File: config.mk
export PLATFORM = sky130hd
export DESIGN_NAME = kmp_lps_builder
export DESIGN_NICKNAME = d
export VERILOG_FILES = /design/src/rtl/kmp_lps_builder.sv
export SDC_FILE = /design/constraint.sdc
export NUM_CORES = 1
export LEC_CHECK = 0
export ABC_CLOCK_PERIOD_IN_PS = 1700
export BUFFER_PORTS_ARGS = -buffer_cell sky130_fd_sc_hd__buf_2
export CORE_MARGIN = 5
export CORE_UTILIZATION = 25
export CTS_CLUSTER_DIAMETER = 50
export DETAILED_ROUTE_END_ITERATION = 10
export PLACE_DENSITY = 0.45
export SETUP_SLACK_MARGIN = 0.02
export SLEW_MARGIN = 20
export SYNTH_ARGS = -nofsm -noshare
export SYNTH_HDL_FRONTEND = slang
export SYNTH_SLANG_ARGS = --single-unit
export TNS_END_PERCENT = 30
File: constraint.sdc
create_clock -name clk -period 1.7 [get_ports clk]
set_input_delay 0.425 -clock clk [delete_from_list [all_inputs] [get_ports clk]]
set_output_delay 0.425 -clock clk [all_outputs]
set_load 0.02 [all_outputs]
File: src/rtl/kmp_lps_builder.sv
// Builds the KMP prefix (LPS / failure) table for a pattern in sync-read RAM.
// Optional `KMP_LPS_STATS_EN` adds a saturating COMPARE-cycle counter output.
module kmp_lps_builder #(
    parameter int PAT_AW = 4,
    parameter int DW     = 8
) (
    input  logic              clk,
    input  logic              rst,
    input  logic              start,
    input  logic [PAT_AW:0]   pat_len,
    output logic [PAT_AW-1:0] pat_addr,
    input  logic [DW-1:0]     pat_data,
    output logic [PAT_AW-1:0] lps_raddr,
    input  logic [PAT_AW:0]   lps_rdata,
    output logic              lps_we,
    output logic [PAT_AW-1:0] lps_waddr,
    output logic [PAT_AW:0]   lps_wdata,
    output logic              busy,
    output logic              done,
    output logic              len_err
`ifdef KMP_LPS_STATS_EN
    ,
    output logic [15:0]       cmp_count
`endif
);

    typedef enum logic [3:0] {
        IDLE, INIT, FETCH_I, CAPT, COMPARE, FALLBACK, LOAD, REFETCH, DONE
    } state_t;

    localparam logic [PAT_AW:0] ZERO    = '0;
    localparam logic [PAT_AW:0] ONE     = {{PAT_AW{1'b0}}, 1'b1};
    localparam logic [PAT_AW:0] MAX_LEN = {1'b1, {PAT_AW{1'b0}}};

    state_t            state, state_nx;
    logic [PAT_AW:0]   i, len, m;
    logic [DW-1:0]     ci;
    logic              eq, bad_len;
    logic [PAT_AW:0]   i_inc, len_inc, len_dec;

    assign eq      = (ci == pat_data);
    assign i_inc   = i + ONE;
    assign len_inc = len + ONE;
    assign len_dec = len - ONE;
    assign bad_len = (pat_len == ZERO) || (pat_len > MAX_LEN);

    always_comb begin
        state_nx  = state;
        pat_addr  = '0;
        lps_raddr = '0;
        lps_we    = 1'b0;
        lps_waddr = '0;
        lps_wdata = '0;
        done      = 1'b0;
        busy      = (state != IDLE) && (state != DONE);
        case (state)
            IDLE: begin
                if (start) state_nx = bad_len ? DONE : INIT;
            end
            INIT: begin
                lps_we   = 1'b1;
                state_nx = (m == ONE) ? DONE : FETCH_I;
            end
            FETCH_I: begin
                pat_addr = i[PAT_AW-1:0];
                state_nx = CAPT;
            end
            CAPT: begin
                pat_addr = len[PAT_AW-1:0];
                state_nx = COMPARE;
            end
            COMPARE: begin
                // A mismatch with a nonzero prefix falls back instead of writing.
                if (eq || len == ZERO) begin
                    lps_we    = 1'b1;
                    lps_waddr = i[PAT_AW-1:0];
                    lps_wdata = eq ? len_inc : ZERO;
                    state_nx  = (i_inc == m) ? DONE : FETCH_I;
                end else begin
                    state_nx = FALLBACK;
                end
            end
            FALLBACK: begin
                lps_raddr = len_dec[PAT_AW-1:0];
                state_nx  = LOAD;
            end
            LOAD:    state_nx = REFETCH;
            REFETCH: begin
                pat_addr = len[PAT_AW-1:0];
                state_nx = COMPARE;
            end
            DONE: begin
                done     = 1'b1;
                state_nx = IDLE;
            end
            default: state_nx = IDLE;
        endcase
    end

    always_ff @(posedge clk) begin
        if (!rst) begin
            state   <= IDLE;
            i       <= '0;
            len     <= '0;
            m       <= '0;
            ci      <= '0;
            len_err <= 1'b0;
        end else begin
            state <= state_nx;
            case (state)
                IDLE: if (start) begin
                    m       <= pat_len;
                    len_err <= bad_len;
                end
                INIT: begin
                    i   <= ONE;
                    len <= ZERO;
                end
                CAPT: ci <= pat_data;
                COMPARE: begin
                    if (eq) begin
                        len <= len_inc;
                        i   <= i_inc;
                    end else if (len == ZERO) begin
                        i <= i_inc;
                    end
                end
                LOAD: len <= lps_rdata;
                default: ;
            endcase
        end
    end

`ifdef KMP_LPS_STATS_EN
    always_ff @(posedge clk) begin
        if (!rst || (state == IDLE && start)) cmp_count <= '0;
        else if (state == COMPARE && cmp_count != 16'hFFFF) cmp_count <= cmp_count + 16'd1;
    end
`endif

endmodule

== After elaboration in Yosys (flattened, before gate mapping) ==
Index checks and enable logic that the tools add are counted.
Storage, ports and cells
  bits in registers: 28
  latch bits: 0
  bits in writable memories: 0
  ROM bits: 0
  input port bits: 21
  output and inout bits: 21
  logic and storage cells: 59
  memories: 0
Operators by class
  $add $sub $neg: 3
  multipliers: 0
  divide/modulo/power cells: 0
  $lt $le $gt $ge: 1
  equal/unequal tests: 15
  shifts and indexed selects: 0
  multiplexer cells: 21
  bitwise logic cells: 0
  reduce and logical (&&, ||, !) cells: 13
Operators by type and width (number)
  4-bit two-way mux: 8
  5-bit two-way mux: 6
  4-bit one-hot mux with 7 select lines: 1
  4-bit by 3-bit equality test with 1-bit output (second input constant): 4
  5-bit one-hot mux with 3 select lines: 1
  5-bit by 1-bit adder with 5-bit output (second input constant): 2
  5-bit logical NOT: 2
  5-bit one-hot mux with 2 select lines: 1
  4-bit by 2-bit equality test with 1-bit output (second input constant): 2
  8-bit equality test: 1
  4-bit one-hot mux with 2 select lines: 1
  2-bit AND reduction: 3
  5-bit by 1-bit equality test with 1-bit output (second input constant): 1
  5-bit equality test: 1
  5-bit > comparator (second input constant): 1
  4-bit by 1-bit equality test with 1-bit output (second input constant): 1
  4-bit equality test (second input constant): 1
  4-bit logical NOT: 1
  2-bit inequality test (second input constant): 2
  4-bit inequality test (second input constant): 1
  4-bit nonzero test: 1
  4-bit by 1-bit subtractor with 4-bit output (second input constant): 1
  3-bit inequality test (second input constant): 1
  3-bit nonzero test: 1
  6 further kinds: 8

== Longest topological paths before layout ==
Gate-level depths: netlist (run 1).
  depth after elaboration: 5
  depth in mapped cells: 6
  mapped depth without buffers: 6

== Least setup slack after synthesis (run 1) ==
OpenSTA, ideal clock, no wires.
  kind: reg-to-output
  from: reg state[0]
  to: out lps_wdata[3]
  arrival: 1.708 ns
  required time: 1.275 ns
  slack: -0.433 ns
  stages on the path, launching flop included: 5
  cell sequence: dfxtp_1 -> nand2b_1 -> or3_4 -> buf_6 -> nor4_1
Between the ends
  longest elaborated chain between the ends: 2
RTL lines
  start: declaration: line 35  | state_t state, state_nx;
  start signal: assignment: line 109  | state <= state_nx;
  4-bit by 3-bit equality test with 1-bit output: line 56  | case (state)
  5-bit two-way mux: line 56
  end: declaration: line 17  | output logic [PAT_AW:0] lps_wdata,
No other way between the ends.

== Worst setup path in the final report (run 1) ==
Ends and elaborated chain as after synthesis.

==> results of run 1 <==
## cell families after synthesis
| logic type | count (synthesis) | share of synthesized area (%) |
|---|---|---|
| buffers and inverters | 19 | 5.26 |
| flip-flops | 28 | 30.6 |
| XOR/XNOR | 22 | 10.5 |
| AND/OR/NAND/NOR | 92 | 26.6 |
| AO/OA/AOI/OAI | 42 | 16.2 |
| multiplexers | 15 | 8.19 |
| adder cells (fa/ha/maj) | 4 | 2.73 |
## cell usage after synthesis, types with 3 or more instances
| master | instances | area [um^2] |
|---|---|---|
| a21oi_1 | 7 | 35.0 |
| and3_1 | 6 | 37.5 |
| buf_6 | 3 | 33.8 |
| clkbuf_1 | 9 | 33.8 |
| dfxtp_1 | 28 | 561 |
| ha_1 | 4 | 50.1 |
| inv_1 | 5 | 18.8 |
| mux2i_1 | 15 | 150 |
| nand2_1 | 16 | 60.1 |
| nand2b_1 | 3 | 18.8 |
| nand3_1 | 8 | 40.0 |
| nand4_1 | 3 | 18.8 |
| nor2_1 | 31 | 116 |
| nor3b_1 | 4 | 30.0 |
| nor4_1 | 6 | 37.5 |
| o21ai_0 | 12 | 60.1 |
| xnor2_1 | 17 | 149 |
| xor2_1 | 5 | 43.8 |
## through the flow
stage | setup slack (ns) | hold slack (ns)
6_report | -0.317 | 0.405
3_3_place_gp | -0.366 | 0.441
2_1_floorplan | -0.222 | 0.472
5_1_grt | -0.392 | 0.429
4_1_cts | -0.354 | 0.397
3_5_place_dp | -0.358 | 0.447
## state kept, by name (all words and copies together), names as in the netlist
| register | count |
|---|---|
| m | 5 |
| state | 4 |
| i | 5 |
| ci | 8 |
| len | 5 |
| len_err | 1 |
## report_power, final
part / internal (W) / switching, W
logic: 0.000245 / 0.000222
registers: 0.000682 / 0.0000207
clock network: 0.000315 / 0.000212
total: 0.00124 / 0.000455
## routing by layer
metal | routed length, um | vias up | global-route usage (%)
met5 | 0 | - | 0
met4 | 23 | 0 | 2.13
met3 | 173 | 2 | 2.05
met2 | 2640 | 27 | 20.8
met1 | 2740 | 879 | 17.7
li1 | - | 956 | -
## repair_timing
item | in CTS | in global routing
endpoints found under the setup margin | 21 | 35
pin swaps | 12 | 16
hold buffers | 0 | 0
endpoints found under the hold margin | 0 | 0
gates resized for setup | 56 | 28
setup buffers | 2 | 7
## cell type report
cell class / instances / area [um^2]
Sequential cell: 28 / 579
Inverter: 5 / 18.8
Timing Repair Buffer: 96 / 714
Multi-Input combinational cell: 175 / 1460
Clock buffer: 3 / 41.3
Tap cell: 99 / 124
Fill cell: 787 / 4250
Clock inverter: 1 / 30.0
## critical path, cell delays in order, from the launching register on
cell and delay (ns):
dfxtp_2 0.33, nand2b_4 0.14, or3_4 0.39, nor4_2 0.28, buf_4 0.18
## path summary, 6_finish.rpt
path,start,end,slack [ns],depth (start not counted)
max,state[0]$_SDFFE_PN0P_,lps_wdata[3],-0.32,4
max reg2reg,state[1]$_SDFFE_PN0P_,len[0]$_SDFFE_PN0P_,0.10,5
min reg2reg,len_err$_SDFFE_PN0P_,len_err$_SDFFE_PN0P_,0.46,2
min,pat_len[2],m[2]$_SDFFE_PN0P_,0.40,3
==> results.tsv, run 1 <==
stage	metric	value	unit
place	placed_cells	394	
timing	slew_headroom	76.5	%
grt	antenna_found_initial	0	
layout	layout-drive-gt1-share	52.9	%
layout	layout_commonest_cell	buf_4	
routing	num_vias	1864	
routing	drc	0	
die	rows	31	
timing	worst_pin_slew	0.349	ns
die	ios	42	
clock_network	root_buffer	clkbuf_8	
setup_path	path_max_fanout	5	
synthesis	async_reset_ff_share	0	%
synthesis	syn_nets	247	
timing	finalMaxSlewViolations	0	
routing	routedWlPerCell	13.7	um
timing	setup_ws	-0.317	ns
grt	grt_start_max_net_pins	18	
timing	setup-tns-final	-3.48	ns
layout	final_core_util	41.1	%
clock_network	path_clk_slew	0.09	ns
synthesis	synthFlopType	dfxtp_1	
grt	grt_use_total	12.7	%
layout	syn2layout_area_growth	61.6	%
timing	fin_crit_sh	119	%
clock_network	htree_levels	1	
power	power.total	0.00170	W
power	leakage	1.24	nW
layout	nNetsFinal	334	
clock_network	cts.sinks	28	
layout	layout_common_cells	buf_4 (61), nor2_1 (26), buf_2 (22)	
clock_network	cts_made_buffers	3	
clock_network	clock_latency	0.27	ns
power	peakVddDrop	410	uV
synthesis	synth_edf_count	0	
grt	grt_pass1_vias	1924	
clock_network	cts_tree	yes	
timing	finalSetupViolations	18	
place	postPlaceCellArea	2500	um^2
setup_path	path_class	reg2out	
setup_path	crit_path_start_kind	flop	
place	gp_congestion	0.772	
place	hpwl	4350	um
die	die_y	95.6	um
clock_network	cts_buffer_depth	2	
setup_path	arrival	1.59	ns
grt	grt_overflow	0	
setup_path	cp-end-kind	primary output	
worst_hold_path	hold_path_class	in2reg	
grt	grt_pass1_wl	9350	um
timing	fin_crit	2.02	ns
synthesis	seq_area_frac_synth	30.6	%
layout	instances_no_fill	407	
job	maxCapViolations	0	
status	violations	setup timing	
routing	first_pass_iters	4	
timing	clock_skew	0.00584	ns
synthesis	synth_area	1830	um^2
layout	diodes	0	
synthesis	synth_area_per_cell	8.26	um^2
timing	hold_viol	0	
layout	final_area	2960	um^2
die	die_w	95.6	um
die	initial_core_util	25.4	%
synthesis	netlist_instances	222	
setup_path	cp.required	1.27	ns
timing	timing.fmax	496	MHz
place	port_buffers	41	
routing	drt-initial-drc-count	78	
synthesis	synth-seq-cells	28	
timing	rsz0062_at_grt	yes	
synthesis	yosysWarningCount	0	
power	p_per_area	573	nW/um^2
status	status	complete, but fails checks	
routing	wirelength	5580	um
routing	routed_via_density	4.58	
routing	antenna_left	0	
die	core_area	7210	um^2
die	die-area	9140	um^2
synthesis	synth_cell_types	50	
Power figures use the tool's default switching activity.
==> run 2: changes to the inputs <==
RECOVER_POWER = 100   (was not set)
==> run 2 against run 1 <==
  * Total power decreased by 0.51%
  * Critical path type unchanged
  * The run still ends with setup timing left
  * Hold slack hardly changed
  * Register-to-register slack worse by 0.05 ns
  * Sequential share of layout area increased by 0.14 points
  * Via count hardly changed
  * Clock skew barely moved
  * Sequential power hardly changed
  * Non-clock buffer count stayed put
  * Critical path depth unchanged
==> results.tsv, run 2 (synthesis results as in run 1) <==
stage	metric	value	unit
routing	routed_via_density	4.58	
place	placed_cells	394	
routing	first_pass_iters	4	
grt	grt_overflow	0	
clock_network	htree_levels	1	
layout	nNetsFinal	334	
routing	routedWlPerCell	13.7	um
grt	grt_start_max_net_pins	18	
place	port_buffers	41	
die	initial_core_util	25.4	%
timing	timing.fmax	496	MHz
clock_network	ctsHoldBuffers	0	
die	ios	42	
routing	wirelength	5570	um
clock_network	cts_tree	yes	
die	die_w	95.6	um
worst_hold_path	min-delay-start	pat_len[2]	
power	power.total	0.00169	W
die	core_area	7210	um^2
setup_path	cp.required	1.27	ns
clock_network	root_buffer	clkbuf_8	
setup_path	cp-end-kind	primary output	
timing	hold_viol	0	
layout	layout_common_cells	buf_4 (55), nor2_1 (26), buf_2 (23)	
clock_network	clock_latency	0.27	ns
die	die_y	95.6	um
power	peakVddDrop	407	uV
setup_path	arrival	1.59	ns
setup_path	critical_path.top_delay_family	simple AND/OR/NAND/NOR gates	
layout	largest_reg_flops	8	
layout	instances_no_fill	407	
setup_path	reg2reg_from	state[1]$_SDFFE_PN0P_	
setup_path	ff2ff_setup_slack	0.05	ns
worst_hold_path	holdPathEnd	m[2]$_SDFFE_PN0P_	
clock_network	cts_buffer_depth	2	
layout	layout-drive-gt1-share	51.9	%
clock_network	path_clk_slew	0.09	ns
place	hpwl	4350	um
layout	regMostFlops	ci	
setup_path	path_max_fanout	5	
timing	rsz0062_at_grt	yes	
timing	clock_skew	0.00551	ns
grt	grt_pass1_wl	9350	um
timing	setup_ws	-0.317	ns
timing	finalMaxSlewViolations	0	
status	violations	setup timing	
setup_path	path_cells	nand2b_4 > or3_4 > nor4_2 > buf_4	
setup_path	path_class	reg2out	
timing	worst_pin_slew	0.349	ns
worst_hold_path	hold_path_depth	3	
layout	diodes	0	
grt	antenna_found_initial	0	
clock_network	cts.sinks	28	
timing	fin_crit_sh	119	%
setup_path	r2r-end	len[0]$_SDFFE_PN0P_	
die	die-area	9140	um^2
timing	whs	0.405	ns
layout	layout_commonest_cell	buf_4	
routing	num_vias	1865	
setup_path	crit_path_start_kind	flop	
timing	slew_headroom	76.5	%
grt	grt_use_total	12.7	%
setup_path	reg2regPathDepth	5	
clock_network	cts_made_buffers	3	
power	leakage	1.23	nW
grt	grt_pass1_vias	1924	
setup_path	max_stage_delay	0.39	ns
routing	antenna_left	0	
status	status	complete, but fails checks	
die	rows	31	
layout	syn2layout_area_growth	60.1	%
setup_path	path_buf_inv	1	
timing	fin_crit	2.02	ns
place	gp_congestion	0.772	
timing	finalSetupViolations	19	
routing	drt-initial-drc-count	83	
worst_hold_path	hold_path_class	in2reg	
power	p_per_area	575	nW/um^2
job	maxCapViolations	0	
routing	drc	0	
setup_path	slowest_stage	or3_4	
[run 2: cell types whose count changed in the layout (fill, tap and decap cells not counted), sizes merged]
cell    previous run  this run
clkbuf             3         8
buf               96        91
[run 2: how the worst max path moves through the flow]
stage | startpoint | to | slack, ns | depth (start not counted)
floorplan | state[0]$_SDFFE_PN0P_ | lps_wdata[3] | -0.22 | 4
CTS | ci[1]$_SDFFE_PN0P_ | lps_we | -0.35 | 6
finish | state[0]$_SDFFE_PN0P_ | lps_wdata[3] | -0.32 | 4
global placement | pat_data[0] | lps_we | -0.37 | 6
global route | len[1]$_SDFFE_PN0P_ | lps_waddr[3] | -0.39 | 6
detailed placement | pat_data[0] | lps_we | -0.36 | 6
[run 2: what timing repair did]
item | CTS | global route
buffers inserted | 2 | 7
resized for setup | 56 | 28
setup endpoints to repair | 21 | 35
pin swaps | 12 | 16
[run 2: power breakdown]
group | switching [W] | internal (W) | total [W] | leakage [nW]
registers | 0.0000207 | 0.000682 | 0.000703 | 0.234
clock network | 0.000211 | 0.000315 | 0.000527 | 0.0357
logic | 0.000220 | 0.000239 | 0.000459 | 0.962
[run 2: layout make-up]
class	instances	area [um^2]
Inverter	5	18.8
Tap cell	99	124
Multi-Input combinational cell	175	1440
Clock buffer	3	41.3
Sequential cell	28	578
Timing Repair Buffer	96	701
Fill cell	787	4280
Clock inverter	1	30.0
[run 2: metal layers]
layer / part of all wire, % / vias up / track usage, %
met4: 0.41 / 0 / 2.13
met1: 49 / 877 / 17.7
li1: - / 957 / -
met2: 47 / 29 / 20.8
met5: 0 / - / 0
met3: 3.4 / 2 / 2.05
[run 2: worst reg2reg max path: stages (launching register included)]
cell and delay (ns):
dfxtp_2 0.36, buf_4 0.14, or3b_1 0.40, a21oi_2 0.26
o21ai_4 0.14, a221oi_2 0.27
[run 2: through the flow]
stage,util (%),area (um^2),setup slack (ns),TNS (ns)
floorplan,-,1900,-0.222,-2.09
global placement,34.7,2500,-0.366,-4.76
detailed placement,34.7,2500,-0.358,-4.75
CTS,38.3,2770,-0.354,-3.90
global route,40.7,2940,-0.391,-5.88
finish,40.7,2940,-0.317,-3.71
